### config.mk
export PLATFORM = sky130hd
export DESIGN_NAME = lab2_logic_unit_flat
export DESIGN_NICKNAME = d
export VERILOG_FILES = /design/src/rtl/lab2_logic_unit_if.sv /design/src/rtl/lab2_logic_unit.sv /design/src/flat_wrapper.sv
export SDC_FILE = /design/constraint.sdc
export NUM_CORES = 1
export LEC_CHECK = 0
export ABC_AREA = 1
export ABC_CLOCK_PERIOD_IN_PS = 1300
export CAP_MARGIN = 20
export CORE_MARGIN = 3
export CORE_UTILIZATION = 41
export DETAILED_ROUTE_END_ITERATION = 10
export PLACE_DENSITY = 0.82
export SYNTH_ARGS = -nofsm -noshare
export SYNTH_HDL_FRONTEND = slang
export SYNTH_SLANG_ARGS = --single-unit
### constraint.sdc
create_clock -name clk -period 1.3 [get_ports clk]
set_input_delay 0.13 -clock clk [delete_from_list [all_inputs] [get_ports clk]]
set_output_delay 0.13 -clock clk [all_outputs]
set_load 0.005 [all_outputs]
### src/rtl/lab2_logic_unit_if.sv
// Operand/result handshake bundle for lab2_logic_unit.
// The slave modport is the unit; master is the producer/consumer side.
interface lab2_logic_unit_if #(
    parameter int unsigned WIDTH = 8,
    parameter int unsigned CNT_W = 8
) ();
    logic             in_valid;
    logic             in_ready;
    logic [WIDTH-1:0] a;
    logic [WIDTH-1:0] b;
    logic [1:0]       op;
    logic             acc_mode;
    logic             acc_clear;
    logic             out_valid;
    logic             out_ready;
    logic [WIDTH-1:0] y;
    logic             y_any;
    logic [CNT_W-1:0] op_count;

    modport master (
        output in_valid, a, b, op, acc_mode, acc_clear, out_ready,
        input  in_ready, out_valid, y, y_any, op_count
    );

    modport slave (
        input  in_valid, a, b, op, acc_mode, acc_clear, out_ready,
        output in_ready, out_valid, y, y_any, op_count
    );
endinterface

### src/rtl/lab2_logic_unit.sv
// Registered W-bit bitwise logic unit (OR/AND/XOR/NOR) with valid/ready on both sides.
// Define LAB2_LOGIC_ACC_EN to build the accumulator and accumulate mode.
module lab2_logic_unit #(
    parameter int unsigned WIDTH = 8,
    parameter int unsigned CNT_W = 8
) (
    input logic               clk,
    input logic               rst_n,
    lab2_logic_unit_if.slave  bus
);
    typedef enum logic {StEmpty, StFull} state_e;

    state_e           state_q, state_d;
    logic [WIDTH-1:0] y_q, y_d;
    logic             y_any_q;
    logic [CNT_W-1:0] cnt_q, cnt_d;
    logic [WIDTH-1:0] result;
    logic             in_fire;
    logic             out_fire;

    function automatic logic [WIDTH-1:0] apply_op(input logic [1:0]       sel,
                                                  input logic [WIDTH-1:0] x,
                                                  input logic [WIDTH-1:0] z);
        logic [WIDTH-1:0] r;
        case (sel)
            2'b00:   r = x | z;
            2'b01:   r = x & z;
            2'b10:   r = x ^ z;
            default: r = ~(x | z);
        endcase
        return r;
    endfunction

    assign bus.out_valid = (state_q == StFull);
    assign bus.in_ready  = !bus.out_valid || bus.out_ready;
    assign in_fire       = bus.in_valid && bus.in_ready;
    assign out_fire      = bus.out_valid && bus.out_ready;

`ifdef LAB2_LOGIC_ACC_EN
    logic [WIDTH-1:0] acc_q;

    always_comb begin
        result = '0;
        if (bus.acc_mode) begin
            result = bus.acc_clear ? bus.a : apply_op(bus.op, acc_q, bus.a);
        end else begin
            result = apply_op(bus.op, bus.a, bus.b);
        end
    end

    // Normal-mode results also seed the accumulator.
    always_ff @(posedge clk) begin
        if (!rst_n) begin
            acc_q <= '0;
        end else if (in_fire) begin
            acc_q <= result;
        end
    end
`else
    logic unused_acc;
    assign unused_acc = bus.acc_mode ^ bus.acc_clear;
    assign result     = apply_op(bus.op, bus.a, bus.b);
`endif

    // Output register: in FULL an input fire implies out_ready, so load covers drain+refill.
    always_comb begin
        state_d = state_q;
        y_d     = y_q;
        unique case (state_q)
            StEmpty: begin
                if (in_fire) begin
                    state_d = StFull;
                    y_d     = result;
                end
            end
            StFull: begin
                if (in_fire) begin
                    y_d = result;
                end else if (out_fire) begin
                    state_d = StEmpty;
                end
            end
        endcase
    end

    always_comb begin
        cnt_d = cnt_q;
        if (in_fire && (cnt_q != {CNT_W{1'b1}})) begin
            cnt_d = cnt_q + CNT_W'(1);
        end
    end

    always_ff @(posedge clk) begin
        if (!rst_n) begin
            state_q <= StEmpty;
            y_q     <= '0;
            y_any_q <= 1'b0;
            cnt_q   <= '0;
        end else begin
            state_q <= state_d;
            y_q     <= y_d;
            y_any_q <= |y_d;
            cnt_q   <= cnt_d;
        end
    end

    assign bus.y        = y_q;
    assign bus.y_any    = y_any_q;
    assign bus.op_count = cnt_q;
endmodule

### src/flat_wrapper.sv
// flat-port wrapper written by rule: the top's interface ports become plain ports
module lab2_logic_unit_flat 
#(
    parameter int unsigned WIDTH = 8,
    parameter int unsigned CNT_W = 8
)
  (clk, rst_n, bus_in_valid, bus_a, bus_b, bus_op, bus_acc_mode, bus_acc_clear, bus_out_ready, bus_in_ready, bus_out_valid, bus_y, bus_y_any, bus_op_count);
  lab2_logic_unit_if #(.WIDTH(WIDTH), .CNT_W(CNT_W)) bus_i ();
  input logic clk;
  input logic rst_n;
  input wire logic [$bits(bus_i.in_valid)-1:0] bus_in_valid;
  input wire logic [$bits(bus_i.a)-1:0] bus_a;
  input wire logic [$bits(bus_i.b)-1:0] bus_b;
  input wire logic [$bits(bus_i.op)-1:0] bus_op;
  input wire logic [$bits(bus_i.acc_mode)-1:0] bus_acc_mode;
  input wire logic [$bits(bus_i.acc_clear)-1:0] bus_acc_clear;
  input wire logic [$bits(bus_i.out_ready)-1:0] bus_out_ready;
  output wire logic [$bits(bus_i.in_ready)-1:0] bus_in_ready;
  output wire logic [$bits(bus_i.out_valid)-1:0] bus_out_valid;
  output wire logic [$bits(bus_i.y)-1:0] bus_y;
  output wire logic [$bits(bus_i.y_any)-1:0] bus_y_any;
  output wire logic [$bits(bus_i.op_count)-1:0] bus_op_count;
  assign bus_i.in_valid = bus_in_valid;
  assign bus_i.a = bus_a;
  assign bus_i.b = bus_b;
  assign bus_i.op = bus_op;
  assign bus_i.acc_mode = bus_acc_mode;
  assign bus_i.acc_clear = bus_acc_clear;
  assign bus_i.out_ready = bus_out_ready;
  assign bus_in_ready = bus_i.in_ready;
  assign bus_out_valid = bus_i.out_valid;
  assign bus_y = bus_i.y;
  assign bus_y_any = bus_i.y_any;
  assign bus_op_count = bus_i.op_count;
  lab2_logic_unit #(.WIDTH(WIDTH), .CNT_W(CNT_W)) u_core (.clk(clk), .rst_n(rst_n), .bus(bus_i));
endmodule
==> flow_summary.yaml <==
status:
  status: "complete, but fails checks"
  failed_checks: "setup timing"
critical_path:
  critPathKind: "register to register"
  rrSetupSlack_ps: -30
  cp-end-kind: "register"
  crit_chain: "ha_4 > nand2_4 > nor2_4 > nand2_2 > nand2_4 > nor2_4 > buf_6 > a31oi_1 > nor2_1"
  critPathSlowestCell: "dfxtp_2"
  cpPeakStageDelay_ps: 370
  path_max_fanout: 5
  cp.arrival_ps: 1510
  cp_num_buf_inv: 1
  path_delay_family: "simple AND/OR/NAND/NOR gates"
  r2r_start: "u_core.bus.op_count[0]"
  worstSetupEndpoint: "u_core.bus.op_count[7]"
  cp-start-kind: "register"
  r2r_end: "u_core.bus.op_count[7]"
  cp.required_ps: 1480
  critPathLaunch: "u_core.bus.op_count[0]"
  crit_cells: 9
  reg2reg_depth: 9
logic_synthesis:
  syn_area_um2: 1330
  seq_area_frac_synth: 0.271
  syn_nets: 241
  syn_inst: 200
  avgSynthCellArea_um2: 6.64
  synth_cell_types: 22
  yosys_warnings: 0
  ys_ff_latch: 18
clocking:
  insertion_delay_ps: 290
  clock_tree.buffer_depth: 2
  cts.root.buffer_cell: "clkbuf_4"
  tritoncts: "built"
  cts.sinks: 18
  path_clk_slew_ps: 110
  hold_buffers: 0
  cts_buffers: 3
  h-tree-depth: 1
cells_and_area:
  antenna_cells: 0
  mostFrequentLayoutCell: "nand2_1"
  area_delta_synth_final_pct: 59.8
  most-common-layout-cells: "39 x nand2_1, 33 x inv_1, 22 x dlymetal6s2s_1"
  drive_gt1_frac: 0.238
  final_cells: 305
  nNetsFinal: 303
floorplan:
  fp.dieH_um: 62.9
  core_um2: 3080
  dieArea_um2: 3960
  io_pins: 43
  num_rows: 20
  start_util: 0.431
  dieWidth_um: 62.9
timing:
  finalHoldViolations: 0
  tightest_slew_ps: 352
  slew_violations: 0
  period_share: 1.02
  period_minus_slack_ps: 1330
  fin_ws_ps: -28.8
  rsz0062_at_grt: "yes"
  fmaxAchievable_ghz: 0.753
  relSlewSlack: 0.765
  finalSetupViolations: 3
  finClkSkew_ps: 12.1
placement:
  place_congestion: 0.799
  portBuffers: 40
  preCtsSetupSlack_ps: -455
  dpl.hpwl_um: 2400
  place_inst: 296
power_and_ir_drop:
  p_per_area_nw_per_um2: 644
  ir_drop_uv: 610
  leakagePower_nw: 1.30
route:
  vias_per_cell: 4.70
  avgRoutedWirePerCell_um: 10.6
  drt-pass1-iter-count: 4
  drt_drc_violations_left: 0
  routed_wirelength_um: 3240
  drt_iter0_markers: 78
  num_vias: 1435
  antenna_left: 0
global_routing:
  grt_pass1_vias: 1308
  antenna_found_initial: 0
  grt_pass1_wl_um: 5130
  overflow: 0
  grtUsageTotal: 0.156
  grt_max_degree: 12
worst_hold_path:
  min_path_type: "input port to register"
run:
  drv_cap: 0
synth_stat cells:
cell type | count | area (um2)
a31oi_1 | 1 | 6.26
inv_1 | 34 | 128
buf_4 | 1 | 7.51
nand3_1 | 18 | 90.1
a21oi_1 | 16 | 80.1
nand2_4 | 2 | 22.5
o21ba_1 | 1 | 10.0
clkbuf_1 | 1 | 3.75
inv_2 | 1 | 3.75
ha_1 | 17 | 213
nor2_2 | 1 | 6.26
nor3_1 | 2 | 10.0
nor2_4 | 2 | 22.5
nor2_1 | 23 | 86.3
nand2_1 | 42 | 158
dfxtp_1 | 18 | 360
buf_2 | 1 | 5.00
o21ai_1 | 4 | 20.0
o21ai_0 | 8 | 40.0
buf_6 | 2 | 22.5
nand2_2 | 4 | 25.0
o31ai_1 | 1 | 7.51
sequential cells by signal, indices dropped and copies added, names as in the netlist:
signal                flops
u_core.bus.y_any          1
u_core.bus.out_valid      1
u_core.bus.y              8
u_core.bus.op_count       8
power breakdown:
group          internal [mW]  switching, mW
registers              0.583         0.0173
clock network          0.171          0.170
logic                  0.225          0.199
total                  0.979          0.387
routing by layer:
layer  global-route usage  vias to the layer above  share of wire
met2                0.289                       29           0.53
met4               0.0386                        0          0.015
li1                     -                      756              -
met3               0.0396                        4          0.039
met5                    0                        -              0
met1                0.177                      646           0.41
how the worst min path moves through the flow:
stage / startpoint / slack, ps / to / depth (start not counted)
2_1_floorplan: rst_n / 250 / u_core.bus.op_count[5] / 2
3_3_place_gp: u_core.bus.y[7] / 480 / u_core.bus.y[7] / 2
3_5_place_dp: u_core.bus.y[7] / 480 / u_core.bus.y[7] / 2
4_1_cts: bus_in_valid / 460 / u_core.bus.out_valid / 3
5_1_grt: bus_op[0] / 440 / u_core.bus.y[3] / 6
6_report: bus_op[0] / 420 / u_core.bus.y[3] / 6
cells by family (layout without fill, tap and decap cells):
kind of cell / count (synthesis) / after routing / share of synthesized area
flops: 18 / 18 / 0.271
simple gates: 94 / 94 / 0.317
buf+inv: 40 / 101 / 0.128
compound gates: 31 / 31 / 0.123
fa+ha+maj: 17 / 17 / 0.160
what timing repair did:
item / 4_1_cts / 5_1_grt
buffers inserted: 4 / 1
pin swaps: 0 / 22
cloned: 0 / 0
resized for setup: 22 / 48
setup endpoints to repair: 12 / 17
layout make-up:
type	instances	area, um2
Clock buffer	4	36.3
Sequential cell	18	377
Fill cell	243	956
Inverter	35	134
Multi-Input combinational cell	142	877
Tap cell	44	55.1
Timing Repair Buffer	62	643
stage by stage:
stage	hold slack (ps)	total power [mW]	setup TNS [ps]	cell area, um2	util
floorplan	253	0.809	0	1330	-
global placement	476	1.01	-2280	1900	0.617
detailed placement	485	1.02	-2670	1900	0.617
CTS	460	1.36	-113	1980	0.643
global route	441	1.46	-358	2120	0.689
finish	422	1.37	-60.1	2120	0.689
worst register-to-register path, delay by kind of cell, from the launching register on:
kind	cells	cell delay [ps]
AOI/OAI and AO/OA	1	120
DFF	1	370
buffers and inverters	1	120
adders and majority gates	1	160
and+or+nand+nor	6	450
Power figures use the tool's default switching activity.
